==> src/rtl/pwm_pkg.sv <==
// Shared definitions for the multi-channel PWM generator: mode and
// counter-direction encodings plus a period-length helper.
package pwm_pkg;

  localparam logic PWM_EDGE   = 1'b0;
  localparam logic PWM_CENTER = 1'b1;

  localparam logic DIR_UP     = 1'b0;
  localparam logic DIR_DOWN   = 1'b1;

  // Period length in counter ticks for a given counter width and mode.
  function automatic int unsigned pwm_period_ticks(input int unsigned width,
                                                   input logic        mode);
    int unsigned max_v;
    max_v = (32'd1 << width) - 32'd1;
    return (mode == PWM_CENTER) ? (32'd2 * max_v) : (max_v + 32'd1);
  endfunction

endpackage

==> src/rtl/pwm_timebase.sv <==
// Shared timebase: prescaler producing a tick every PRESCALE clocks and a
// period counter that runs saw-tooth (edge mode) or triangle (centre mode).
// o_boundary marks the tick that closes a period; the counter is back at 0
// with direction up on the following cycle.
module pwm_timebase
  import pwm_pkg::*;
#(
  parameter int WIDTH    = 8,
  parameter int PRESCALE = 512
) (
  input  logic             clk,
  input  logic             rst,
  input  logic             i_enable,
  input  logic             i_mode,
  output logic [WIDTH-1:0] o_cnt,
  output logic             o_tick,
  output logic             o_boundary
);

  localparam int              PS_W    = (PRESCALE > 1) ? $clog2(PRESCALE) : 1;
  localparam logic [PS_W-1:0] PS_LAST = PS_W'(PRESCALE - 1);
  localparam logic [WIDTH-1:0] CNT_MAX = '1;
  localparam logic [WIDTH-1:0] CNT_ONE = WIDTH'(1);

  logic [PS_W-1:0]  r_ps;
  logic [WIDTH-1:0] r_cnt;
  logic             r_dir;
  logic             w_tick;
  logic             w_last;
  logic             w_boundary;

  assign w_tick     = i_enable && (r_ps == PS_LAST);
  // Last count of a period: MAX going up (edge) or 1 going down (centre).
  assign w_last     = (i_mode == PWM_EDGE) ? (r_cnt == CNT_MAX)
                                           : ((r_cnt == CNT_ONE) && (r_dir == DIR_DOWN));
  assign w_boundary = w_tick && w_last;

  // Prescaler: free-runs 0..PRESCALE-1 while enabled, parked at 0 otherwise.
  always_ff @(posedge clk or posedge rst) begin
    if (rst) begin
      r_ps <= '0;
    end else if (!i_enable || w_tick) begin
      r_ps <= '0;
    end else begin
      r_ps <= r_ps + 1'b1;
    end
  end

  // Period counter and direction. A mode change only ever lands at a
  // boundary or while disabled, and both leave the counter at 0/up, so a
  // switch always restarts cleanly.
  always_ff @(posedge clk or posedge rst) begin
    if (rst) begin
      r_cnt <= '0;
      r_dir <= DIR_UP;
    end else if (!i_enable) begin
      r_cnt <= '0;
      r_dir <= DIR_UP;
    end else if (w_tick) begin
      if (w_last) begin
        r_cnt <= '0;
        r_dir <= DIR_UP;
      end else if (i_mode == PWM_EDGE) begin
        r_cnt <= r_cnt + 1'b1;
        r_dir <= DIR_UP;
      end else if (r_dir == DIR_UP) begin
        if (r_cnt == CNT_MAX) begin
          r_cnt <= CNT_MAX - 1'b1;
          r_dir <= DIR_DOWN;
        end else begin
          r_cnt <= r_cnt + 1'b1;
        end
      end else begin
        r_cnt <= r_cnt - 1'b1;
      end
    end
  end

  assign o_cnt      = r_cnt;
  assign o_tick     = w_tick;
  assign o_boundary = w_boundary;

endmodule

==> src/rtl/pwm_multi.sv <==
// Multi-channel PWM generator. All channels share one timebase; each
// channel has a shadow duty that is copied to its active duty only at a
// period boundary (or straight away while disabled), so outputs never
// glitch mid-period.
module pwm_multi
  import pwm_pkg::*;
#(
  parameter int CHANNELS = 4,
  parameter int WIDTH    = 8,
  parameter int PRESCALE = 512
) (
  input  logic                      clk,
  input  logic                      rst,
  input  logic                      enable,
  input  logic                      center_mode,
  input  logic [CHANNELS*WIDTH-1:0] duty_in,
  input  logic                      load,
  output logic [CHANNELS-1:0]       pwm_out,
  output logic                      pending,
  output logic                      period_start
);

  logic [WIDTH-1:0]          w_cnt_p0;
  logic                      w_tick;
  logic                      w_boundary;
  logic                      w_period_end;
  logic                      w_xfer;
  logic [CHANNELS-1:0]       w_hit_p0;

  logic [CHANNELS*WIDTH-1:0] r_shadow;
  logic                      r_shadow_mode;
  logic [CHANNELS*WIDTH-1:0] r_active;
  logic                      r_mode;
  logic                      r_pending;
  logic                      r_period_start;
  logic [CHANNELS-1:0]       r_pwm_p1;

  pwm_timebase #(
    .WIDTH    (WIDTH),
    .PRESCALE (PRESCALE)
  ) u_timebase (
    .clk        (clk),
    .rst        (rst),
    .i_enable   (enable),
    .i_mode     (r_mode),
    .o_cnt      (w_cnt_p0),
    .o_tick     (w_tick),
    .o_boundary (w_boundary)
  );

  // The boundary is only ever raised on a tick; both are named here so the
  // period-end condition reads as it is meant.
  assign w_period_end = w_tick && w_boundary;

  // While disabled there is no boundary to wait for, so a pending shadow is
  // applied on the next cycle instead.
  assign w_xfer = w_period_end || (!enable && r_pending);

  // Shadow capture: duty_in and center_mode are only looked at on load.
  always_ff @(posedge clk or posedge rst) begin
    if (rst) begin
      r_shadow      <= '0;
      r_shadow_mode <= PWM_EDGE;
    end else if (load) begin
      r_shadow      <= duty_in;
      r_shadow_mode <= center_mode;
    end
  end

  // Active transfer. A load coinciding with the transfer still hands over
  // the previous shadow; the new value waits for the next boundary.
  always_ff @(posedge clk or posedge rst) begin
    if (rst) begin
      r_active <= '0;
      r_mode   <= PWM_EDGE;
    end else if (w_xfer) begin
      r_active <= r_shadow;
      r_mode   <= r_shadow_mode;
    end
  end

  // Pending flag: a fresh load wins over a same-cycle transfer.
  always_ff @(posedge clk or posedge rst) begin
    if (rst) begin
      r_pending <= 1'b0;
    end else if (load) begin
      r_pending <= 1'b1;
    end else if (w_xfer) begin
      r_pending <= 1'b0;
    end
  end

  // Period-start pulse, aligned with the cycle the active duties change.
  always_ff @(posedge clk or posedge rst) begin
    if (rst) begin
      r_period_start <= 1'b0;
    end else begin
      r_period_start <= w_period_end;
    end
  end

  // ---- stage p0 -> p1: per-channel compare against the shared count ----
  for (genvar g = 0; g < CHANNELS; g++) begin : g_ch
    assign w_hit_p0[g] = (w_cnt_p0 < r_active[g*WIDTH +: WIDTH]);
  end

  // Registered outputs, forced low whenever the generator is disabled.
  always_ff @(posedge clk or posedge rst) begin
    if (rst) begin
      r_pwm_p1 <= '0;
    end else begin
      r_pwm_p1 <= enable ? w_hit_p0 : '0;
    end
  end

  assign pwm_out      = r_pwm_p1;
  assign pending      = r_pending;
  assign period_start = r_period_start;

endmodule
==> config.mk <==
export PLATFORM = sky130hd
export DESIGN_NAME = pwm_multi
export DESIGN_NICKNAME = d
export VERILOG_FILES = /design/src/rtl/pwm_pkg.sv /design/src/rtl/pwm_timebase.sv /design/src/rtl/pwm_multi.sv
export SDC_FILE = /design/constraint.sdc
export NUM_CORES = 1
export LEC_CHECK = 0
export CORE_MARGIN = 1.5
export CORE_UTILIZATION = 35
export CTS_CLUSTER_SIZE = 16
export DETAILED_ROUTE_END_ITERATION = 7
export PLACE_DENSITY = 0.54
export REMOVE_ABC_BUFFERS = 1
export SLEW_MARGIN = 5
export SYNTH_ARGS = -nofsm -noshare
export SYNTH_HDL_FRONTEND = slang
export SYNTH_SLANG_ARGS = --single-unit
==> constraint.sdc <==
create_clock -name clk -period 8.2 [get_ports clk]
set_clock_uncertainty 0.05 [all_clocks]
set_input_delay 0.82 -clock clk [delete_from_list [all_inputs] [get_ports clk]]
set_output_delay 0.82 -clock clk [all_outputs]
set_load 0.01 [all_outputs]
# --- After elaboration in Yosys (flattened, before gate mapping) ---
# Cells that the tools add are included.
totals:
  memories: 0
  inputBits: 37
  register_bits: 90
  mem_bits_rw: 0
  romBits: 0
  latchBits: 0
op_classes:
  mul: 0
  n_eq_ne: 4
  n_mux: 17
  add_sub_neg: 3
  n_div: 0
  shifts: 0
  n_lt_le_gt_ge: 4
  bitwise_logic: 0
  reduce_logical: 9
ops:
  columns: ["operator", "count"]
  rows:
  - ["2-to-1 mux 8 bit", 6]
  - ["less-than comparator 8 bit", 4]
  - ["adder 9 x 1 -> 9 bit, second input constant", 1]
  - ["== test 9 bit, second input constant", 1]
  - ["2-to-1 mux 1 bit", 9]
  - ["2-to-1 mux 9 bit", 1]
  - ["adder 8 x 1 -> 8 bit, second input constant", 1]
  - ["== test 8 x 1 -> 1 bit, second input constant", 1]
  - ["== test 8 bit, second input constant", 1]
  - ["subtractor 8 x 1 -> 8 bit, second input constant", 1]
  - ["logical AND 1 bit", 5]
  - ["2-to-1 mux 4 bit", 1]
  - ["logical OR 1 bit", 2]
  - ["inequality test 2 x 1 -> 1 bit, second input constant", 1]
  - ["nonzero test 2 bit", 1]
  - ["zero test 1 bit", 1]

# --- Depth between registers and ports, before layout ---
logic_depth:
  depth_word: 8
  mapped_depth: 9
  ltp_nobuf: 8

# --- Hierarchy ---
# A second synthesis with hierarchy kept.
unflattened:
  hier_cells: 368
  area_unflattened_um2: 4605.7
by_module_without_submodules:
  columns: ["module", "cells_per_inst", "area_per_inst_um2", "instances", "seq_area_each_um2"]
  rows:
  - ["pwm_multi", 238, 3450.8, 1, 1801.7]
  - ["pwm_timebase", 130, 1154.9, 1, 450.4]

# --- Worst setup path after synthesis ---
# Ideal clock, no wire load.
synth_path:
  path_type: "reg-to-reg"
  from: "register u_timebase.r_cnt[3] (netlist: u_timebase.o_cnt[3])"
  to: "register r_active[0]"
  path_slack_ps: 5913
  path_stages_with_launch: 8
  period_less_slack_ps: 2287
  required_time_ps: 8025
  setup_ps: 125
  arrival_time_ps: 2112
  path_cell_list: "dfrtp_1 -> buf_6 -> or4_4 -> nor4_4 -> o21bai_2 -> o21ai_4 -> buf_12 -> mux2_4"
synth_between:
  elab_chain_len: 6
  word_cells_on_any_way: 7
  classes_between: "eq/ne (2); mux (1); reduce/logical (4)"
synth_lines:
  columns: ["element", "line_no", "source"]
  rows:
  - ["start, declared", "pwm_timebase.sv:26", "logic [WIDTH-1:0] r_cnt;"]
  - ["start signal, assigned", "pwm_timebase.sv:64", "r_cnt <= r_cnt + 1'b1;"]
  - ["start signal, assigned", "pwm_timebase.sv:68", "r_cnt <= CNT_MAX - 1'b1;"]
  - ["start signal, assigned", "pwm_timebase.sv:71", "r_cnt <= r_cnt + 1'b1;"]
  - ["== test 8 x 1 -> 1 bit", "pwm_timebase.sv:35", ": ((r_cnt == CNT_ONE) && (r_dir == DIR_DOWN));"]
  - ["logical AND 1 bit", "pwm_timebase.sv:35", null]
  - ["2-to-1 mux 1 bit (*)", "pwm_timebase.sv:34", "assign w_last = (i_mode == PWM_EDGE) ? (r_cnt == CNT_MAX)"]
  - ["logical AND 1 bit (*)", "pwm_timebase.sv:36", "assign w_boundary = w_tick && w_last;"]
  - ["logical AND 1 bit (*)", "pwm_multi.sv:53", "assign w_period_end = w_tick && w_boundary;"]
  - ["logical OR 1 bit (*)", "pwm_multi.sv:57", "assign w_xfer = w_period_end || (!enable && r_pending);"]
  - ["end signal, assigned", "pwm_multi.sv:77", "r_active <= r_shadow;"]
  - ["end, declared", "pwm_multi.sv:32", "logic [CHANNELS*WIDTH-1:0] r_active;"]
# Every way passes the cells marked *; elsewhere a longest branch is shown, timed or not.
# A chain may end at the register's enable or synchronous reset.

# --- Worst setup path after layout ---
layout_path:
  from: "register u_timebase.r_cnt[1] (netlist: u_timebase.o_cnt[1])"
  to: "register r_active[2]"
# The elaborated chain is that of the path after synthesis.

==> results.sh <==
export IMPL_grt_use_met2_pct=19.7
export IMPL_worstPathCellList="ha_1 > nand4_1 > nor3_1 > o21bai_2 > o21ai_4 > buf_4 > mux2_4"
export IMPL_clock_sinks=90
export IMPL_nNetsFinal=490
export IMPL_antenna_found_initial=0
export IMPL_multiInputGateArea_um2=2120
export IMPL_path_clk_slew_ps=60
export IMPL_ctsHoldBuffers=0
export IMPL_holdWs_ps=414
export IMPL_cts_tree="done"
export IMPL_cpPeakStageDelay_ps=590
export IMPL_ioPinCount=43
export IMPL_fillers=1203
export IMPL_ys_ff_latch=90
export IMPL_yosys_cell_types_count=43
export IMPL_drv_slew=0
export IMPL_tightest_slew_ps=1130
export IMPL_yosysWarningCount=0
export IMPL_start_kind="flop"
export IMPL_n_antenna_cell=0
export IMPL_drive_gt1_share_pct=21.9
export IMPL_syn_area_um2=4640
export IMPL_cp_max_fo=18
export IMPL_critPathKind="reg -> reg"
export IMPL_routabilityCongestion=0.771
export IMPL_core_rowCount=41
export IMPL_switching_share_pct=23.1
export IMPL_clock_tree_root_cell="clkbuf_16"
export IMPL_yosys_most_used_dff="dfrtp_1"
export IMPL_post_route_period_util_pct=36.2
export IMPL_crit_path_end_kind="flop"
export IMPL_cts_setup_buffers=0
export IMPL_cts_max_level=3
export IMPL_finalSetupViolations=0
export IMPL_die_h_um=118
export IMPL_pwr_share_clk_pct=36.0
export IMPL_fin_crit_ps=2970
export IMPL_p_int_uw=826
export IMPL_syn_area_per_cell_um2=12.2
export IMPL_power_leakage_nw=2.55
export IMPL_clockBufferDepth=2
export IMPL_p_comb_share_pct=14.9
export IMPL_regArea_um2=2250
export IMPL_rsz0062_at_grt="false"
export IMPL_globalRouteMet1Util_pct=17.5
export IMPL_grt_start_max_net_pins=91
export IMPL_maxCapViolations=0
export IMPL_seq_power_share_pct=49.1
export IMPL_grt_pass1_vias=2845
export IMPL_worstPathRequired_ps=8370
export IMPL_async_reset_ff_share_pct=100
export IMPL_vias=2828
export IMPL_syn_inst=379
export IMPL_drcViolationCount=0
export IMPL_hold_viol=0
export IMPL_outcome="complete, no violations"
export IMPL_routedWlPerCell_um=13.9
export IMPL_worstPathArrival_ps=3140
export IMPL_die_x_um=118
export IMPL_crit_slowest_cell="dfrtp_1"
export IMPL_max_freq_mhz=337
export IMPL_busiest_layer="met2"
export IMPL_p_sw_uw=248
export IMPL_io_buffers=42
export IMPL_fp_coreArea_um2=12800
export IMPL_wirelength_um=8290
export IMPL_grt_pass1_wl_um=14400
export IMPL_met3_usage_pct=4.39
export IMPL_synth_edf_count=0
export IMPL_initial_core_util_pct=36.3
export IMPL_insertion_delay_ps=340
export IMPL_cts_buffers=9
export IMPL_area_growth_syn_to_layout_pct=18.0
export IMPL_gr_usage_all_layers_pct=13.0
export IMPL_hp_class="reg -> reg"
export IMPL_drtIter0Drc=207
export IMPL_max_vdd_ir_drop_v=0.000100
export IMPL_vias_per_cell=4.74
export IMPL_p_per_area_nw_per_um2=196
export IMPL_grt_ovfl_total=0
export IMPL_ant_nets=0
export IMPL_ys_seq_area_share_pct=48.5
export IMPL_cts_resized_gates=0
export IMPL_max_slew_margin_pct=24.7
export IMPL_dp_hpwl_um=5730
export IMPL_fin_setup_tns_ps=0
export IMPL_drt_first_pass_iters=4
export IMPL_dieArea_um2=14000
-- worst paths after layout --
kind / start / end / slack (ps) / cells past startpoint
setup reg to reg: u_timebase.o_cnt[1]$_DFFE_PP0N_ / r_active[2]$_DFFE_PP0P_ / 5230 / 7
min in group asynchronous: rst / r_active[5]$_DFFE_PP0P_ / 1130 / 3
setup / recovery: u_timebase.o_cnt[1]$_DFFE_PP0N_ / r_active[2]$_DFFE_PP0P_ / 5230 / 7
max in group asynchronous: rst / r_shadow[0]$_DFFE_PP0P_ / 6270 / 3
hold / removal: u_timebase.r_ps[0]$_DFF_PP0_ / u_timebase.r_ps[0]$_DFF_PP0_ / 410 / 1
hold reg to reg: u_timebase.r_ps[0]$_DFF_PP0_ / u_timebase.r_ps[0]$_DFF_PP0_ / 410 / 1
-- cell families after synthesis --
kind of cell	after synthesis	synth area share, %
and+or+nand+nor	71	8.04
buffers and inverters	57	5.83
xor gates and xnor gates	11	2.08
adders and majority gates	33	8.90
muxes	67	18.7
AOI/OAI and AO/OA	50	7.93
DFF	90	48.5
-- sequential cells by signal, summed over array words and instances, names as in the netlist --
register and flops:
u_timebase.r_dir 1, pending 1, u_timebase.o_cnt 8, u_timebase.r_ps 9, r_active 32, period_start 1, pwm_out 4, r_mode 1
r_shadow_mode 1, r_shadow 32
-- synthesized netlist by cell type, types with 2 or more instances --
cell | count | share of area [%]
a21boi_0 | 8 | 1.3
a21o_1 | 4 | 0.65
a21oi_1 | 2 | 0.22
a22o_1 | 3 | 0.57
a31o_2 | 2 | 0.38
a31oi_1 | 2 | 0.27
and2_1 | 2 | 0.27
and3_1 | 5 | 0.67
buf_1 | 2 | 0.16
buf_12 | 3 | 1.3
clkbuf_1 | 9 | 0.73
dfrtp_1 | 90 | 49
ha_1 | 33 | 8.9
inv_1 | 42 | 3.4
mux2_2 | 37 | 9.0
mux2_4 | 30 | 9.7
nand2_1 | 14 | 1.1
nand2b_1 | 2 | 0.27
nand3_1 | 14 | 1.5
nor2_1 | 14 | 1.1
nor2b_1 | 6 | 0.81
nor3_1 | 6 | 0.65
o2111ai_1 | 2 | 0.38
o211ai_1 | 2 | 0.32
o21a_1 | 2 | 0.32
o21ai_0 | 12 | 1.3
o221ai_1 | 2 | 0.38
o311ai_0 | 4 | 0.76
or3_1 | 2 | 0.27
xnor2_1 | 6 | 1.1
xor2_1 | 5 | 0.94
-- cell usage in the layout (no fill, tap or decap), drive strengths merged, types with 3 or more instances in the layout --
cell type,netlist,routed
a22o,3,3
clkdlybuf4s50,0,42
and3,5,5
dfrtp,90,90
o21ai,13,13
xor2,5,5
nor3,6,6
ha,33,33
o311ai,4,4
nor2b,6,6
nand3,14,14
nand2,14,14
clkbuf,9,14
a21boi,8,8
mux2,67,67
clkinv,0,3
inv,42,41
xnor2,6,6
a21o,4,4
buf,6,3
nor2,14,14
-- per-layer routing --
layer	vias up	wire, um
li1	1394	-
met1	1383	3960
met2	44	3890
met3	7	348
met4	0	97
met5	-	0
-- stage by stage --
| step | instance area (um2) | worst slack (ps) | utilization, % | power [mW] | instances |
|---|---|---|---|---|---|
| floorplan | 4530 | 4990 | - | 0.641 | 364 |
| global placement | 5190 | 4980 | 40.6 | 0.695 | 581 |
| detailed placement | 5190 | 4940 | 40.6 | 0.700 | 581 |
| CTS | 5470 | 5260 | 42.8 | 1.10 | 597 |
| global route | 5480 | 4990 | 42.9 | 1.14 | 597 |
| finish | 5480 | 5230 | 42.9 | 1.07 | 597 |
-- critical path, delay by kind of cell (launching register included) --
family	cells	cell delay, ps
adder cells (fa/ha/maj)	1	290
AND/OR/NAND/NOR	2	660
AO/OA/AOI/OAI	2	470
multiplexers	1	330
flip-flops	1	590
buffers and inverters	1	440
-- power groups by stage --
stage | clock network (mW) | logic [mW] | registers (mW)
6_report | 0.387 | 0.160 | 0.528
3_3_place_gp | 0 | 0.159 | 0.536
5_1_grt | 0.426 | 0.179 | 0.536
2_1_floorplan | 0 | 0.114 | 0.527
4_1_cts | 0.405 | 0.164 | 0.529
3_5_place_dp | 0 | 0.163 | 0.536
-- layout make-up --
type / count / area share, %
clock buffers: 14 / 5.00
clock inverters: 2 / 0.183
flip-flops and latches: 90 / 41.1
multi-input cells: 232 / 38.8
well taps: 172 / 3.93
inverters: 42 / 2.90
repair buffers: 45 / 8.09
No activity file was read; power rests on OpenSTA's default activity.
